`src/rtl/bcd_display_mux_pkg.sv`:
```
`default_nettype none
// ============================================================================
//  Module      : bcd_display_mux_pkg
//  Description : Shared types and constants for the 3-digit multiplexed
//                7-segment driver (scan states, segment patterns, anodes).
//  Revision    : 1.0 - initial release
// ============================================================================
package bcd_display_mux_pkg;

    // Scan phase: one state per displayed digit
    typedef enum logic [1:0] {
        S0 = 2'd0,   // units
        S1 = 2'd1,   // tens
        S2 = 2'd2    // hundreds
    } state_t;

    // Active-high segment patterns, bit order {g,f,e,d,c,b,a}
    localparam logic [6:0] SEG_0    = 7'h3F;
    localparam logic [6:0] SEG_1    = 7'h06;
    localparam logic [6:0] SEG_2    = 7'h5B;
    localparam logic [6:0] SEG_3    = 7'h4F;
    localparam logic [6:0] SEG_4    = 7'h66;
    localparam logic [6:0] SEG_5    = 7'h6D;
    localparam logic [6:0] SEG_6    = 7'h7D;
    localparam logic [6:0] SEG_7    = 7'h07;
    localparam logic [6:0] SEG_8    = 7'h7F;
    localparam logic [6:0] SEG_9    = 7'h6F;
    localparam logic [6:0] SEG_DASH = 7'h40;
    localparam logic [6:0] SEG_OFF  = 7'h00;

    // Active-high one-hot anode selects, bit order {hundreds,tens,units}
    localparam logic [2:0] AN_UNITS    = 3'b001;
    localparam logic [2:0] AN_TENS     = 3'b010;
    localparam logic [2:0] AN_HUNDREDS = 3'b100;
    localparam logic [2:0] AN_NONE     = 3'b000;

    // Anode belonging to a scan phase (active-high)
    function automatic logic [2:0] phase_anode(input state_t s);
        logic [2:0] a;
        a = AN_NONE;
        case (s)
            S0:      a = AN_UNITS;
            S1:      a = AN_TENS;
            S2:      a = AN_HUNDREDS;
            default: a = AN_NONE;
        endcase
        return a;
    endfunction

    // Scan order units -> tens -> hundreds -> units; any stray code recovers to S0
    function automatic state_t next_state(input state_t s);
        state_t n;
        n = S0;
        case (s)
            S0:      n = S1;
            S1:      n = S2;
            S2:      n = S0;
            default: n = S0;
        endcase
        return n;
    endfunction

endpackage
`default_nettype wire

```
`src/rtl/bcd_display_mux_bcd_to_seg7.sv`:
```
`default_nettype none
// ============================================================================
//  Module      : bcd_to_seg7
//  Description : Combinational BCD to active-high 7-segment pattern decoder.
//                Codes 10..15 are not decimal digits and show a dash.
//  Revision    : 1.0 - initial release
// ============================================================================
module bcd_to_seg7
    import bcd_display_mux_pkg::*;
(
    input  logic [3:0] bcd,
    output logic [6:0] pat
);

    // Table lookup of the digit pattern, dash for non-BCD codes
    always_comb begin
        pat = SEG_DASH;
        case (bcd)
            4'd0:    pat = SEG_0;
            4'd1:    pat = SEG_1;
            4'd2:    pat = SEG_2;
            4'd3:    pat = SEG_3;
            4'd4:    pat = SEG_4;
            4'd5:    pat = SEG_5;
            4'd6:    pat = SEG_6;
            4'd7:    pat = SEG_7;
            4'd8:    pat = SEG_8;
            4'd9:    pat = SEG_9;
            default: pat = SEG_DASH;
        endcase
    end

endmodule
`default_nettype wire

```
`src/rtl/bcd_display_mux.sv`:
```
`default_nettype none
// ============================================================================
//  Module      : bcd_display_mux
//  Description : Time-multiplexed 3-digit 7-segment driver. Snapshots the
//                BCD digits once per frame, scans one digit per phase with a
//                dead time at the start of each phase, optionally blanks
//                leading zeros, and drives registered segment/anode lines.
//  Revision    : 1.0 - initial release
// ============================================================================
module bcd_display_mux
    import bcd_display_mux_pkg::*;
#(
    parameter int DIV            = 1000,
    parameter int GAP            = 8,
    parameter int SEG_ACTIVE_LOW = 1,
    parameter int AN_ACTIVE_LOW  = 1
) (
    input  logic       clk,
    input  logic       rstn,
    input  logic [3:0] d0,
    input  logic [3:0] d1,
    input  logic [3:0] d2,
    input  logic       hold,
    input  logic       lzb,
    output logic [6:0] seg,
    output logic [2:0] an,
    output logic       frame_done
);

    // Prescaler width; at least one bit so the counter always exists
    localparam int CW = (DIV > 2) ? $clog2(DIV) : 1;

    localparam logic [CW-1:0] CNT_LAST = CW'(DIV - 1);
    localparam logic [CW-1:0] CNT_GAP  = CW'(GAP);
    localparam logic [CW-1:0] CNT_ONE  = CW'(1);

    // XOR masks turning active-high patterns into pin polarity
    localparam logic [6:0] SEG_MASK = (SEG_ACTIVE_LOW != 0) ? 7'h7F : 7'h00;
    localparam logic [2:0] AN_MASK  = (AN_ACTIVE_LOW  != 0) ? 3'h7  : 3'h0;

    logic [CW-1:0] cnt;
    state_t        state;
    logic [3:0]    snap0;
    logic [3:0]    snap1;
    logic [3:0]    snap2;

    logic          tick;
    logic          digit_on;
    logic          blank;
    logic          show;
    logic [3:0]    digit;
    logic [6:0]    pat;
    logic [6:0]    seg_next;
    logic [2:0]    an_next;

    assign tick = (cnt == CNT_LAST);

    // Dead time: the phase digit is lit only once the prescaler reaches GAP
    generate
        if (GAP == 0) begin : g_no_gap
            assign digit_on = 1'b1;
        end else begin : g_gap
            assign digit_on = (cnt >= CNT_GAP);
        end
    endgenerate

    // Select the snapshot digit belonging to the current scan phase
    always_comb begin
        digit = snap0;
        case (state)
            S0:      digit = snap0;
            S1:      digit = snap1;
            S2:      digit = snap2;
            default: digit = snap0;
        endcase
    end

    // Leading-zero blanking on the frozen snapshot; units always shows
    always_comb begin
        blank = 1'b0;
        if (lzb) begin
            case (state)
                S2:      blank = (snap2 == 4'd0);
                S1:      blank = (snap2 == 4'd0) && (snap1 == 4'd0);
                default: blank = 1'b0;
            endcase
        end
    end

    bcd_to_seg7 u_bcd_to_seg7 (
        .bcd (digit),
        .pat (pat)
    );

    // A blanked or dead-time digit keeps both anode and segments off
    always_comb begin
        show     = digit_on && !blank;
        seg_next = (show ? pat : SEG_OFF) ^ SEG_MASK;
        an_next  = (show ? phase_anode(state) : AN_NONE) ^ AN_MASK;
    end

    // Scan FSM: prescaler, phase advance, frame snapshot and registered outputs
    always_ff @(posedge clk or negedge rstn) begin
        if (!rstn) begin
            cnt        <= '0;
            state      <= S0;
            snap0      <= 4'd0;
            snap1      <= 4'd0;
            snap2      <= 4'd0;
            frame_done <= 1'b0;
            seg        <= SEG_OFF ^ SEG_MASK;
            an         <= AN_NONE ^ AN_MASK;
        end else begin
            seg        <= seg_next;
            an         <= an_next;
            frame_done <= 1'b0;
            if (tick) begin
                cnt   <= '0;
                state <= next_state(state);
                if (state == S2) begin
                    // End of frame: pulse regardless of hold, refresh digits unless frozen
                    frame_done <= 1'b1;
                    if (!hold) begin
                        snap0 <= d0;
                        snap1 <= d1;
                        snap2 <= d2;
                    end
                end
            end else begin
                cnt <= cnt + CNT_ONE;
            end
        end
    end

endmodule
`default_nettype wire

```
`config.mk`:
```
export PLATFORM = sky130hd
export DESIGN_NAME = bcd_display_mux
export DESIGN_NICKNAME = d
export VERILOG_FILES = /design/src/rtl/bcd_display_mux_pkg.sv /design/src/rtl/bcd_display_mux_bcd_to_seg7.sv /design/src/rtl/bcd_display_mux.sv
export SDC_FILE = /design/constraint.sdc
export NUM_CORES = 1
export LEC_CHECK = 0
export ABC_AREA = 1
export CORE_ASPECT_RATIO = 1.25
export CORE_MARGIN = 2
export CORE_UTILIZATION = 50
export CTS_BUF_LIST = sky130_fd_sc_hd__clkbuf_4
export DETAILED_ROUTE_END_ITERATION = 10
export PLACE_DENSITY = 0.74
export SLEW_MARGIN = 10
export SYNTH_ARGS = -nofsm -noshare
export SYNTH_HDL_FRONTEND = slang
export SYNTH_SLANG_ARGS = --single-unit
```
`constraint.sdc`:
```
create_clock -name clk -period 1.85 [get_ports clk]
set_input_delay 0.37 -clock clk [delete_from_list [all_inputs] [get_ports clk]]
set_output_delay 0.37 -clock clk [all_outputs]
set_load 0.05 [all_outputs]
```
* Word-level counts from Yosys, hierarchy flattened *
Memory sizes are Yosys's and may differ from the RTL's.
Index checks and enable logic that the tools add are counted.

cells by class
  reduce and logical (&&, ||, !) cells = 7
  equality and inequality tests = 3
  add/sub/neg operators = 1
  bitwise gates (word level) = 3
  multiplexer cells = 10
  $lt $le $gt $ge = 1

operator list
  cell                                                                number
  adder 10 x 1 -> 10 bit, second input constant                       1
  equality test 10 bit, second input constant                         1
  greater-or-equal comparator 10 x 4 -> 1 bit, second input constant  1
  two-way mux 10 bit                                                  1
  case mux 3 bit (3 select lines)                                     1
  zero test 4 bit                                                     2
  case mux 4 bit (2 select lines)                                     1
  two-way mux 7 bit                                                   1
  inverter 7 bit                                                      1
  case mux 2 bit (2 select lines)                                     1
  two-way mux 1 bit                                                   3
  two-way mux 3 bit                                                   1
  inverter 3 bit                                                      1
  AND reduction 3 bit                                                 1
  equality test 2 x 1 -> 1 bit, second input constant                 1
  equality test 2 bit, second input constant                          1
  logical AND 1 bit                                                   2
  zero test 2 bit                                                     1
  case mux 1 bit (2 select lines)                                     1
  zero test 1 bit                                                     1
  inverter 1 bit                                                      1

storage, ports and cells
  ROM bits = 112
  word-level logic and storage cells = 34
  input bits = 16
  memories = 1
  register bits after elaboration = 35
  output and inout port bits = 11

memories
  name              depth  bits a word  read ports  clocked after memory_dff  write ports  line                               text
  (name not given)  16     7            1           0                         0            bcd_display_mux_bcd_to_seg7.sv:18  case (bcd)

* Logic depth before layout (Yosys ltp) *
Gate-level depths: netlist (run 1).

  depth after elaboration = 8
  mapped depth = 11
  mapped depth without buffers = 11

* Modules after synthesis *
From an unflattened synthesis (run 1), not the netlist that was laid out.

second synthesis, totals
  cells, all modules = 221
  area total of the unflattened synthesis = 1874.3 um^2

modules (own cells, without submodules)
  module           instances  seq. area each (um^2)  area each (um^2)  cells each
  bcd_display_mux  1          888.4                  1681.6            185
  bcd_to_seg7      1          0.0                    192.7             36

* Worst setup path after synthesis (run 1) *
OpenSTA, ideal clock, no wires.

  path type = register to register
  from = reg state[0]
  to = reg seg[3]
  data arrival time = 1815 ps
  clock period less this slack = 1913 ps
  path buffers = 1
  required time = 1752 ps
  cell stages (with the launch flop) = 12
  path slack = -63 ps
  library setup time = 98 ps
  path through = dfrtp_1 > inv_1 > ha_1 > buf_2 > or2_1 > nand2_1 > inv_2 > ha_1 > inv_1 > nand3_1 > nand3_1 > nand3_1

between the ends
  cells in the longest elaborated chain, start to end = 7
  elaborated cells between the ends (all ways) = 10
  those cells by class = eq/ne: 2; mux: 4; bitwise: 1; reduce/logical: 2; memory: 1

RTL lines
  what                                                              line                    text
  start, declared                                                   bcd_display_mux.sv:42   state_t state;
  start signal, assigned                                            bcd_display_mux.sv:119  state <= next_state(state);
  branches (longest 5 deep; another with memory read (16 x 7 bit))  n/a
  two-way mux 7 bit *                                               bcd_display_mux.sv:98   seg_next = (show ? pat : SEG_OFF) ^ SEG_MASK;
  inverter 7 bit (no source line) *                                 n/a
  named net seg_next[3]                                             bcd_display_mux.sv:53   logic [6:0] seg_next;
  end signal, assigned                                              bcd_display_mux.sv:111  seg <= SEG_OFF ^ SEG_MASK;
  end signal, assigned                                              bcd_display_mux.sv:114  seg <= seg_next;
  end, declared                                                     bcd_display_mux.sv:25   output logic [6:0] seg,

Mark *: on every way through the listed nets, which the timed path passes.
A chain may end at the register's enable or synchronous reset.

* Worst setup path in the final report (run 1) *
Same ends and word-level chain as after synthesis.

==> results.md, run 1 <==
* Status: complete, no violations
* Synth top area cells: dfrtp_1, dfstp_2, nand2_1
* Slew @ Worst Pin at 0.4212 ns
* Synth unique cells at 22
* Worst Setup Path Type: reg2reg
* # setup viols final at 0
* Seq cells post-synth at 35
* Setup TNS at 0 ns
* Pwr Density at 539.5 mW/mm^2
* Worst-path cell chain: inv_2 > ha_4 > or2_1 > nand2_2 > inv_2 > ha_1 > inv_2 > nand3_2 > nand3_2 > nand3_1
* Most frequent CP cell: inv_2
* Routed len/inst at 10.78 um
* Layout Skew at 0.01259 ns
* Worst hold path class: in2async
* Worst EP required at 2.10 ns
* Slowest cell on crit path: dfrtp_1
* Vias at 1418
* Total CTS buffers at 5
* Initial antenna violation count at 0
* Max Root-Sink Buffers at 2
* Mapped Avg Cell Area at 8.408 um^2
* Gr usage total at 0.1789
* # clock sinks at 35
* Leak at 1.204 nW
* CORE AREA at 0.003513 mm^2
* Dpl hpwl at 2344 um
* Worst R2R Start: state[0]$_DFFE_PN0N_
* Worst-path clk slew at 0.10 ns
* Worst hold slack at 0.4108 ns
* Htree depth at 2
* Area delta synth->final at 23.55%
* Vias in the first global route at 1363
* Peak VDD IR at 0.4039 mV
* Seq/Total Area, Yosys at 0.4846
* RD Place Congestion at 0.8191
* Worst Setup Start Kind: flop
* DR iter-0 viols at 19
* Area leader, netlist: dfrtp_1
* # IOs at 27
* Area of the multi-input gates at 873.3 um^2
* FF/Latch Area at 888.4 um^2
* Worst Path Arrival at 2.01 ns
* Root buffer cell: clkbuf_4
* Critical Path Stages at 10
* Die W at 58.16 um
* DRC Markers at 0
* Critical path's top delay family: simple AND/OR/NAND/NOR gates
* CTS hold repair buffers at 0
* R2r endpoint: seg[3]$_DFF_PN1_
* Tmin final at 1.765 ns
* Critical Path Max Stage Delay at 0.40 ns
* FF-to-FF path depth at 10
* Layout filler cell count at 325
* Cell row count at 24
* R2r setup slk at 0.09 ns
* Share of the synthesized area in the top cell type at 0.3413
* Share of post-route cells with drive strength above 1 at 0.2335
* Synth warn at 0
* I/O Buffers at 26
* Antenna cells at 0
* Worst Path Buf+Inv at 3
* Max_slew headroom at 0.7192
* Die Y at 71.70 um
* Final Hold Viols at 0
* Max Fanout on Critical Path at 8
* F_max at 566.7 MHz
* Total congestion overflow at 0
* Clock latency on the worst-skew pair at 0.34 ns
* DR vias/cell at 4.791
* Gate Count Post-Synth at 218
* Inst Count DP at 285
* CTS tree: built
* Mapped Nets at 246
* Crit. End Element: flop
* Initial DRT Pass Iterations at 4
* Fin crit share at 0.9538
* First-pass GRT wire length at 5685 um
* Max-cap violations at 0
* ANT nets after route at 0
* Cell area after synthesis at 0.001833 mm^2
* Final wirelength at 3190 um
* Count of pins over their slew limit at 0
* Nets@finish at 284
* Die Footprint at 0.004169 mm^2
* Largest net degree at the start of global routing at 36
* Initial Utilization at 0.5217
* Final std cells w/o fill at 296
## worst reg2reg max path, delay by kind of cell (launching register included)
kind                     cells  cell delay (ns)
buffers and inverters        3             0.22
adder cells (fa/ha/maj)      2             0.52
flip-flops                   1             0.40
AND/OR/NAND/NOR              5             0.54
## cell type report
cell class                 count  area share
clock buffer                   6     0.01989
clock inverter                 2    0.003315
inverter                      25     0.04144
multi-input combinational    153      0.3856
sequential                    35      0.3923
tap                           39     0.02155
timing repair buffer          36      0.1359
## worst max-delay path by stage
stage                               startpoint          endpoint  slack [ns]
after floorplan           state[0]$_DFFE_PN0N_  seg[3]$_DFF_PN1_      0.0008
after global placement    state[0]$_DFFE_PN0N_  seg[3]$_DFF_PN1_        0.03
after detailed placement  state[0]$_DFFE_PN0N_  seg[5]$_DFF_PN1_       -0.03
after CTS                 state[0]$_DFFE_PN0N_  seg[3]$_DFF_PN1_        0.03
after global routing      state[0]$_DFFE_PN0N_  seg[3]$_DFF_PN1_      -0.006
final                     state[0]$_DFFE_PN0N_  seg[3]$_DFF_PN1_        0.09
## cells by family after synthesis
logic type | share of synthesized area
DFF | 0.4846
and+or+nand+nor | 0.3215
AOI/OAI and AO/OA | 0.03549
buffers and inverters | 0.07167
xor gates and xnor gates | 0.004779
adders and majority gates | 0.08191
## placed cells by master, fill, tap and decap left out, drive strengths merged, types with 3 or more instances in the layout
cell type       n
clkbuf          6
ha             12
o21ai           3
nand3          35
buf            21
inv            25
nand2          66
dfrtp          25
a21oi           6
dfstp          10
or2             5
nor2           23
clkdlybuf4s50  15
## what timing repair did
item	CTS	global route
resized for setup	3	8
endpoints found under the hold margin	0	0
setup buffers	0	3
endpoints found under the setup margin	4	10
gates cloned	0	0
pin swaps	0	3
## flip-flops by register name, summed over array words and instances, names as in the netlist
name / cells
an: 3
cnt: 10
frame_done: 1
seg: 7
snap0: 4
snap1: 4
snap2: 4
state: 2
## cells in the mapped netlist, drive strengths merged
cell / n
o21ai: 3
nor2: 23
inv: 25
xor2: 1
dfstp: 10
buf: 5
nand3: 35
dfrtp: 25
ha: 12
a31oi: 2
a21oi: 6
or2: 5
nand2: 66
## metal layers
layer	track usage	vias to the layer above	routed length (um)
li1	-	755	-
met1	0.2106	629	1436
met2	0.3030	29	1558
met3	0.05415	5	134
met4	0.06977	0	59
met5	0	-	0
## power by group
part           switching [W]  internal (W)  leakage (nW)
clock               0.000248      0.000155        0.0307
sequential                 0      0.000766         0.439
combinational      0.0000221     0.0000304         0.735
## stage by stage
stage	utilization	instance area [um^2]	total power (W)	setup WS, ns
after floorplan	-	1842	0.0007846	0.0007689
after global placement	0.6068	2132	0.0008330	0.03159
after detailed placement	0.6068	2132	0.0008337	-0.02952
after CTS	0.6261	2200	0.001238	0.02774
after global routing	0.6446	2265	0.001266	-0.005570
final	0.6446	2265	0.001222	0.08546
(Power assumes the default switching activity.)
==> run 2, diff against run 1 <==
- CORE_UTILIZATION: 50 -> 40
- MAX_ROUTING_LAYER: unset -> met4
- PLACE_DENSITY: 0.74 -> 0.61
- SYNTH_HIERARCHICAL: unset -> 1
==> run 2 against run 1 <==
Compared with the run above: global-route usage decreased by 2.1 points; synthesized cell count increased by 1.4%; via count increased by 6.3%; clock power increased by 31%; clock-buffer cell count decreased by 1; worst setup slack got worse by 0.0014 ns; clock skew decreased by 0.0064 ns; design area increased by 6.0%; register-to-register slack about the same.
==> results.md, run 2 <==
* Max_slew headroom at 0.7160 (-0.003171)
* Cell area after synthesis at 0.001874 mm^2 (+2.3%)
* Share of post-route cells with drive strength above 1 at 0.2765 (+0.04305)
* Root buffer cell: clkbuf_4
* DR vias/cell at 4.680 (-2.3%)
* Synth unique cells at 24 (+9.1%)
* Post-synth EDFFs at 0 (unchanged)
* Seq cells post-synth at 35 (unchanged)
* Peak VDD IR at 0.3705 mV (-8.3%)
* Htree depth at 2 (unchanged)
* Worst-path cell chain: inv_2 > ha_4 > inv_4 > a21oi_2 > a21oi_2 > inv_2 > ha_1 > nand2_2 > nand2_1 > nand2_1 > nand2_1 > nand3_1
* ANT nets after route at 0 (unchanged)
* Crit. End Element: flop
* Nets@finish at 293 (+3.2%)
* Routed met3 length at 142 um (+6.0%)
* Vias at 1507 (+6.3%)
* # clock sinks at 35 (unchanged)
* CORE AREA at 0.004459 mm^2 (+27%)
* Share of async-settable or async-resettable flops after synthesis at 1.000 (unchanged)
* DR iter-0 viols at 41 (+22)
* Met2 wire len at 1783 um (+14%)
* Slew @ Worst Pin at 0.4260 ns (+0.004757 ns)
* Largest net degree at the start of global routing at 36 (unchanged)
* Worst EP required at 2.09 ns (about the same)
* RSZ-0062 raised after global routing: yes
* RD Place Congestion at 0.8140 (-0.62%)
* Fin crit share at 0.9546 (about the same)
* Leak at 1.215 nW (+0.90%)
* Tmin final at 1.766 ns (+0.001420 ns)
* Cell row count at 27 (+13%)
* Die Y at 80.53 um (+12%)
* Ys flop type: dfrtp_1
* Initial DRT Pass Iterations at 4 (unchanged)
* CTS hold repair buffers at 0 (unchanged)
* Most common cell after layout, fill and taps aside: nand2_1
* Total CTS buffers at 5 (unchanged)
* Count leader, synth: nand2_1
* Total power at 0.001343 W (+9.9%)
* Total congestion overflow at 0 (unchanged)
* Seq/Total Area, Yosys at 0.4740 (-0.01068)
* Max Fanout on Critical Path at 5 (-3)
* Clock latency on the worst-skew pair at 0.33 ns (about the same)
* Final wirelength at 3527 um (+11%)
* DRC Markers at 0 (unchanged)
* Vias in the first global route at 1393 (+2.2%)
* Slowest cell on crit path: dfrtp_1
* Mapped Nets at 251 (+2.0%)
* Pwr Density at 559.5 mW/mm^2 (+3.7%)
* Worst R2R Start: state[0]$_DFFE_PN0N_
* Worst setup margin at 0.08404 ns (-0.001420 ns)
* Initial Utilization at 0.4203 (-0.1014)
* Count of pins over their slew limit at 0 (unchanged)
* I/O Buffers at 26 (unchanged)
* Dpl ws at 0.01102 ns (+0.04054 ns)
* Final std cells w/o fill at 322 (+8.8%)
* Worst Setup Start Kind: flop
* Top Registers: cnt (10), seg (7)
* Worst Path Buf+Inv at 3 (unchanged)
* WL met1 at 1570 um (+9.3%)
* Max Root-Sink Buffers at 2 (unchanged)
* Die W at 65.23 um (+12%)
* Most frequent CP cell: nand2_1
* Commonest cells in the netlist: nand2_1, nand3_1, dfrtp_1, inv_1, nor2_1
* Initial antenna violation count at 0 (unchanged)
* Top sig layer: met4
* # IOs at 27 (unchanged)
* Gr usage total at 0.1579 (-0.02104)
* Worst-path clk slew at 0.11 ns (about the same)
* Critical Path Max Stage Delay at 0.40 ns (about the same)
* CP startpoint: state[0]$_DFFE_PN0N_
* Dpl hpwl at 2597 um (+11%)
* Worst hold slack at 0.4298 ns (+0.01900 ns)
* Worst Path Arrival at 2.01 ns (about the same)
* Die Footprint at 0.005253 mm^2 (+26%)
* Area leader, netlist: dfrtp_1
* Antenna cells at 0 (unchanged)
* Worst hold path class: in2async
* Share of the synthesized area in the top cell type at 0.3338 (-0.007519)
* First-pass GRT wire length at 6175 um (+8.6%)
* Gate Count Post-Synth at 221 (+1.4%)
* Status: complete, no violations
* Fin util at 0.5382 (-0.1064)
* CTS tree: built
* Synth top area cells: dfrtp_1, dfstp_2, nand2_1
* Worst Setup Path Type: reg2reg
* F_max at 566.3 MHz (about the same)
* Critical path's top delay family: adder cells
* Area delta synth->final at 28.04%
* Inst Count DP at 310 (+8.8%)
* Max reg flops at 10 (unchanged)
* Synth warn at 6 (+6)
* Layout Skew at 0.006160 ns (-0.006429 ns)
* # setup viols final at 0 (unchanged)
* Final Hold Viols at 0 (unchanged)
* Routed len/inst at 10.95 um (+1.6%)
* Max-cap violations at 0 (unchanged)
* Most flop-heavy register: cnt
* Mapped Avg Cell Area at 8.481 um^2 (+0.86%)
* Commonest cells after routing, fill and taps aside: nand2_1, dfrtp_1, nand3_1
[run 2: changes by cell type in the layout (fill, tap and decap cells not counted), moves of 4 or more]
cell and delta:
nand3_1 -8, nor3_1 +5, o21ai_0 +4, or2_1 -5, inv_2 -4, ha_2 +4
a21oi_2 +7
[run 2: layer usage]
metal	up-vias	track usage
met1	691	0.1805
met5	-	-
met3	2	0.04622
li1	782	-
met4	0	0.05625
met2	32	0.2633
[run 2: cell type report]
type                    count  area, um^2
well taps                  58       72.57
clock inverters             3       38.79
clock buffers               5       37.54
multi-input cells         159       933.4
flip-flops and latches     35       888.4
inverters                  23       91.34
fillers                   437        2059
repair buffers             39       337.8
[run 2: power breakdown]
| group | internal (W) | total [W] | leakage [nW] | switching, W |
|---|---|---|---|---|
| combinational | 0.0000293 | 0.0000488 | 0.734 | 0.0000195 |
| sequential | 0.000766 | 0.000766 | 0.439 | 0 |
| clock | 0.000278 | 0.000528 | 0.0426 | 0.000250 |
[run 2: what timing repair did]
action,in CTS,in global routing
buffers inserted,0,4
pin swaps,1,4
setup endpoints to repair,2,7
gates cloned,0,0
gates resized for setup,2,19
[run 2: per-stage QoR]
| stage | instance area, um^2 | TNS, ns |
|---|---|---|
| 2_1_floorplan | 1897 | 0 |
| 3_3_place_gp | 2235 | 0 |
| 3_5_place_dp | 2235 | 0 |
| 4_1_cts | 2313 | 0 |
| 5_1_grt | 2400 | -0.1206 |
| 6_report | 2400 | 0 |
[run 2: worst paths after layout]
kind | slack, ns | to | depth (start not counted)
setup / recovery | 0.08 | seg[3]$_DFF_PN1_ | 12
hold / removal | 0.43 | cnt[2]$_DFF_PN0_ | 2
setup reg to reg | 0.08 | seg[3]$_DFF_PN1_ | 12
hold reg to reg | 0.49 | snap0[3]$_DFFE_PN0P_ | 2
max in group asynchronous | 1.08 | seg[0]$_DFF_PN1_ | 2
min in group clk | 0.49 | snap0[3]$_DFFE_PN0P_ | 2
[run 2: logic make-up after synthesis]
kind of cell	Yosys count	synth area share
xor+xnor	2	0.009348
buf+inv	27	0.06342
simple gates	127	0.3151
fa+ha+maj	14	0.09346
compound gates	16	0.04473
flops	35	0.4740
[run 2: worst reg2reg max path, cell delays in order (launching register included)]
cell and delay [ns]:
dfrtp_1 0.40, inv_2 0.11, ha_4 0.24, inv_4 0.07, a21oi_2 0.03, a21oi_2 0.19
inv_2 0.07, ha_1 0.29, nand2_2 0.05, nand2_1 0.06, nand2_1 0.04, nand2_1 0.05
nand3_1 0.07
==> run 3, diff against run 2 <==
- CORE_UTILIZATION: 40 -> 51
- PLACE_DENSITY: 0.61 -> 0.75
- SKIP_LAST_GASP: unset -> 1
==> run 3 against run 2 <==
Compared with the run above: worst setup slack worse by 0.019 ns; final cell count down 5.9%; sequential cell count unchanged; largest power group unchanged; highest routed layer unchanged.
==> results.md, run 3 (synthesized netlist as in run 2, its figures left out) <==
* Status: complete, no violations
* Final Hold Viols at 0 (unchanged)
* Routed len/inst at 11.92 um (+8.8%)
* Total power at 0.001251 W (-6.8%)
* Final wirelength at 3611 um (+2.4%)
* Worst hold path class: in2async
* Dpl hpwl at 2505 um (-3.5%)
* Top Registers: cnt (10), seg (7)
* Count of pins over their slew limit at 0 (unchanged)
* ANT nets after route at 0 (unchanged)
* CTS hold repair buffers at 0 (unchanged)
* Worst Path Arrival at 2.04 ns (+0.03 ns)
* Internal power at 0.0009903 W (-7.7%)
* Critical Path Max Stage Delay at 0.42 ns (+0.02 ns)
* Die Y at 71.78 um (-11%)
* Nets@finish at 293 (unchanged)
* Max_slew headroom at 0.7101 (-0.005944)
* Leak at 1.208 nW (-0.60%)
* I/O Buffers at 26 (unchanged)
* Max Fanout on Critical Path at 5 (unchanged)
* Register share of total power at 0.612 (+0.042)
* Clk network pwr share at 0.349 (-0.044)
* Total CTS buffers at 5 (unchanged)
* Fin crit share at 0.9649 (+0.01032)
* Area delta synth->final at 26.50%
* Most frequent CP cell: nand2_1
* # clock sinks at 35 (unchanged)
* Clock latency on the worst-skew pair at 0.34 ns (about the same)
* Total congestion overflow at 0 (unchanged)
* Initial antenna violation count at 0 (unchanged)
* Switch share at 0.2084 (+0.007522)
* Antenna cells at 0 (unchanged)
* Worst-path clk slew at 0.10 ns (about the same)
* # setup viols final at 0 (unchanged)
* Slowest cell on crit path: dfrtp_1
* RD Place Congestion at 0.9311 (+14%)
* Peak VDD IR at 0.4350 mV (+17%)
* Setup TNS at 0 ns (unchanged)
* RSZ-0062 raised after global routing: yes
* Htree depth at 2 (unchanged)
* Psw at 0.0002607 W (-3.3%)
* Max Root-Sink Buffers at 2 (unchanged)
* Largest net degree at the start of global routing at 36 (unchanged)
* Initial DRT Pass Iterations at 6 (+2)
* First-pass GRT wire length at 6161 um (-0.23%)
* Pwr Density at 527.6 mW/mm^2 (-5.7%)
* Root buffer cell: clkbuf_4
* Vias at 1508 (+0.066%)
* Share of post-route cells with drive strength above 1 at 0.2879 (+0.01136)
* CTS tree: built
* Worst Setup Path Type: reg2reg
* Worst EP required at 2.10 ns (about the same)
* Most flop-heavy register: cnt
* Die W at 58.22 um (-11%)
* Most common cell after layout, fill and taps aside: nand2_1
* Cell row count at 24 (-11%)
* Crit. End Element: flop
* Vias in the first global route at 1457 (+4.6%)
* DRC Markers at 0 (unchanged)
* Max reg flops at 10 (unchanged)
* Die Footprint at 0.004179 mm^2 (-20%)
* DR iter-0 viols at 50 (+22%)
* Comb power frac at 0.039 (+0.003)
* Gr usage total at 0.2005 (+0.04255)
* # IOs at 27 (unchanged)
* F_max at 560.2 MHz (-1.1%)
* Tmin final at 1.785 ns (+0.01909 ns)
* Initial Utilization at 0.5335 (+0.1132)
* CORE AREA at 0.003513 mm^2 (-21%)
* Commonest cells after routing, fill and taps aside: nand2_1, dfrtp_1, nand3_1
* Layout Skew at 0.01179 ns (+0.005629 ns)
* Worst-path cell chain: inv_2 > ha_4 > inv_4 > a21oi_2 > a21oi_2 > inv_2 > ha_4 > nand2_1 > nand2_1 > nand2_1 > nand2_1 > nand3_1
* Max-cap violations at 0 (unchanged)
* Worst Setup Start Kind: flop
* Slew @ Worst Pin at 0.4349 ns (+0.008916 ns)
* DR vias/cell at 4.977 (+6.3%)
==> run 3: layer usage <==
layer,routed length [um],global-route usage,up-vias
met2,1845,0.3245,30
met5,0,-,-
met4,106,0.1344,0
li1,-,-,782
met3,145,0.04874,12
met1,1513,0.2139,684
==> run 3: layout make-up <==
cell class	instances	area (um^2)
Sequential cell	35	888.4
Timing Repair Buffer	39	337.8
Fill cell	295	1142
Clock buffer	8	60.06
Inverter	23	91.34
Multi-Input combinational cell	159	944.7
Tap cell	39	48.80
==> run 3: what timing repair did <==
action,4_1_cts,5_1_grt
endpoints found under the setup margin,4,7
pin swaps,2,6
setup buffers,2,5
resized for setup,2,21
gates cloned,0,0
hold endpoints to repair,0,0
==> run 3: worst max-delay path, delay by kind of cell (launching register included) <==
family / cells / cell delay (ns)
buf+inv: 3 / 0.27
simple gates: 5 / 0.28
fa+ha+maj: 2 / 0.50
compound gates: 2 / 0.21
flops: 1 / 0.42
==> run 3: power groups by stage <==
stage | clock network, W | registers (W) | logic, W
5_1_grt | 0.000481 | 0.000766 | 0.0000554
6_report | 0.000436 | 0.000766 | 0.0000492
4_1_cts | 0.000458 | 0.000766 | 0.0000510
3_5_place_dp | 0 | 0.000780 | 0.0000509
2_1_floorplan | 0 | 0.000780 | 0.00000173
3_3_place_gp | 0 | 0.000780 | 0.0000501
==> run 3: stage by stage <==
stage	cell area [um^2]	hold slack [ns]	setup slack, ns	std cells	util
3_3_place_gp	2188	0.4669	0.001532	288	0.6229
5_1_grt	2371	0.4369	-0.08837	303	0.6749
6_report	2371	0.4168	0.06495	303	0.6749
2_1_floorplan	1897	0.07441	0.02826	221	-
4_1_cts	2266	0.4204	0.01361	298	0.6449
3_5_place_dp	2188	0.4683	-0.05766	288	0.6229
==> run 3: path summary, 6_finish.rpt <==
| path | start | to | slack (ns) | cells past startpoint |
|---|---|---|---|---|
| hold reg to reg | snap0[2]$_DFFE_PN0P_ | snap0[2]$_DFFE_PN0P_ | 0.49 | 2 |
| hold / removal | rstn | cnt[4]$_DFF_PN0_ | 0.42 | 2 |
| setup reg to reg | state[1]$_DFFE_PN0N_ | seg[3]$_DFF_PN1_ | 0.06 | 12 |
| min in group clk | snap0[2]$_DFFE_PN0P_ | snap0[2]$_DFFE_PN0P_ | 0.49 | 2 |
| setup / recovery | state[1]$_DFFE_PN0N_ | seg[3]$_DFF_PN1_ | 0.06 | 12 |
| max in group asynchronous | rstn | seg[1]$_DFF_PN1_ | 1.08 | 2 |
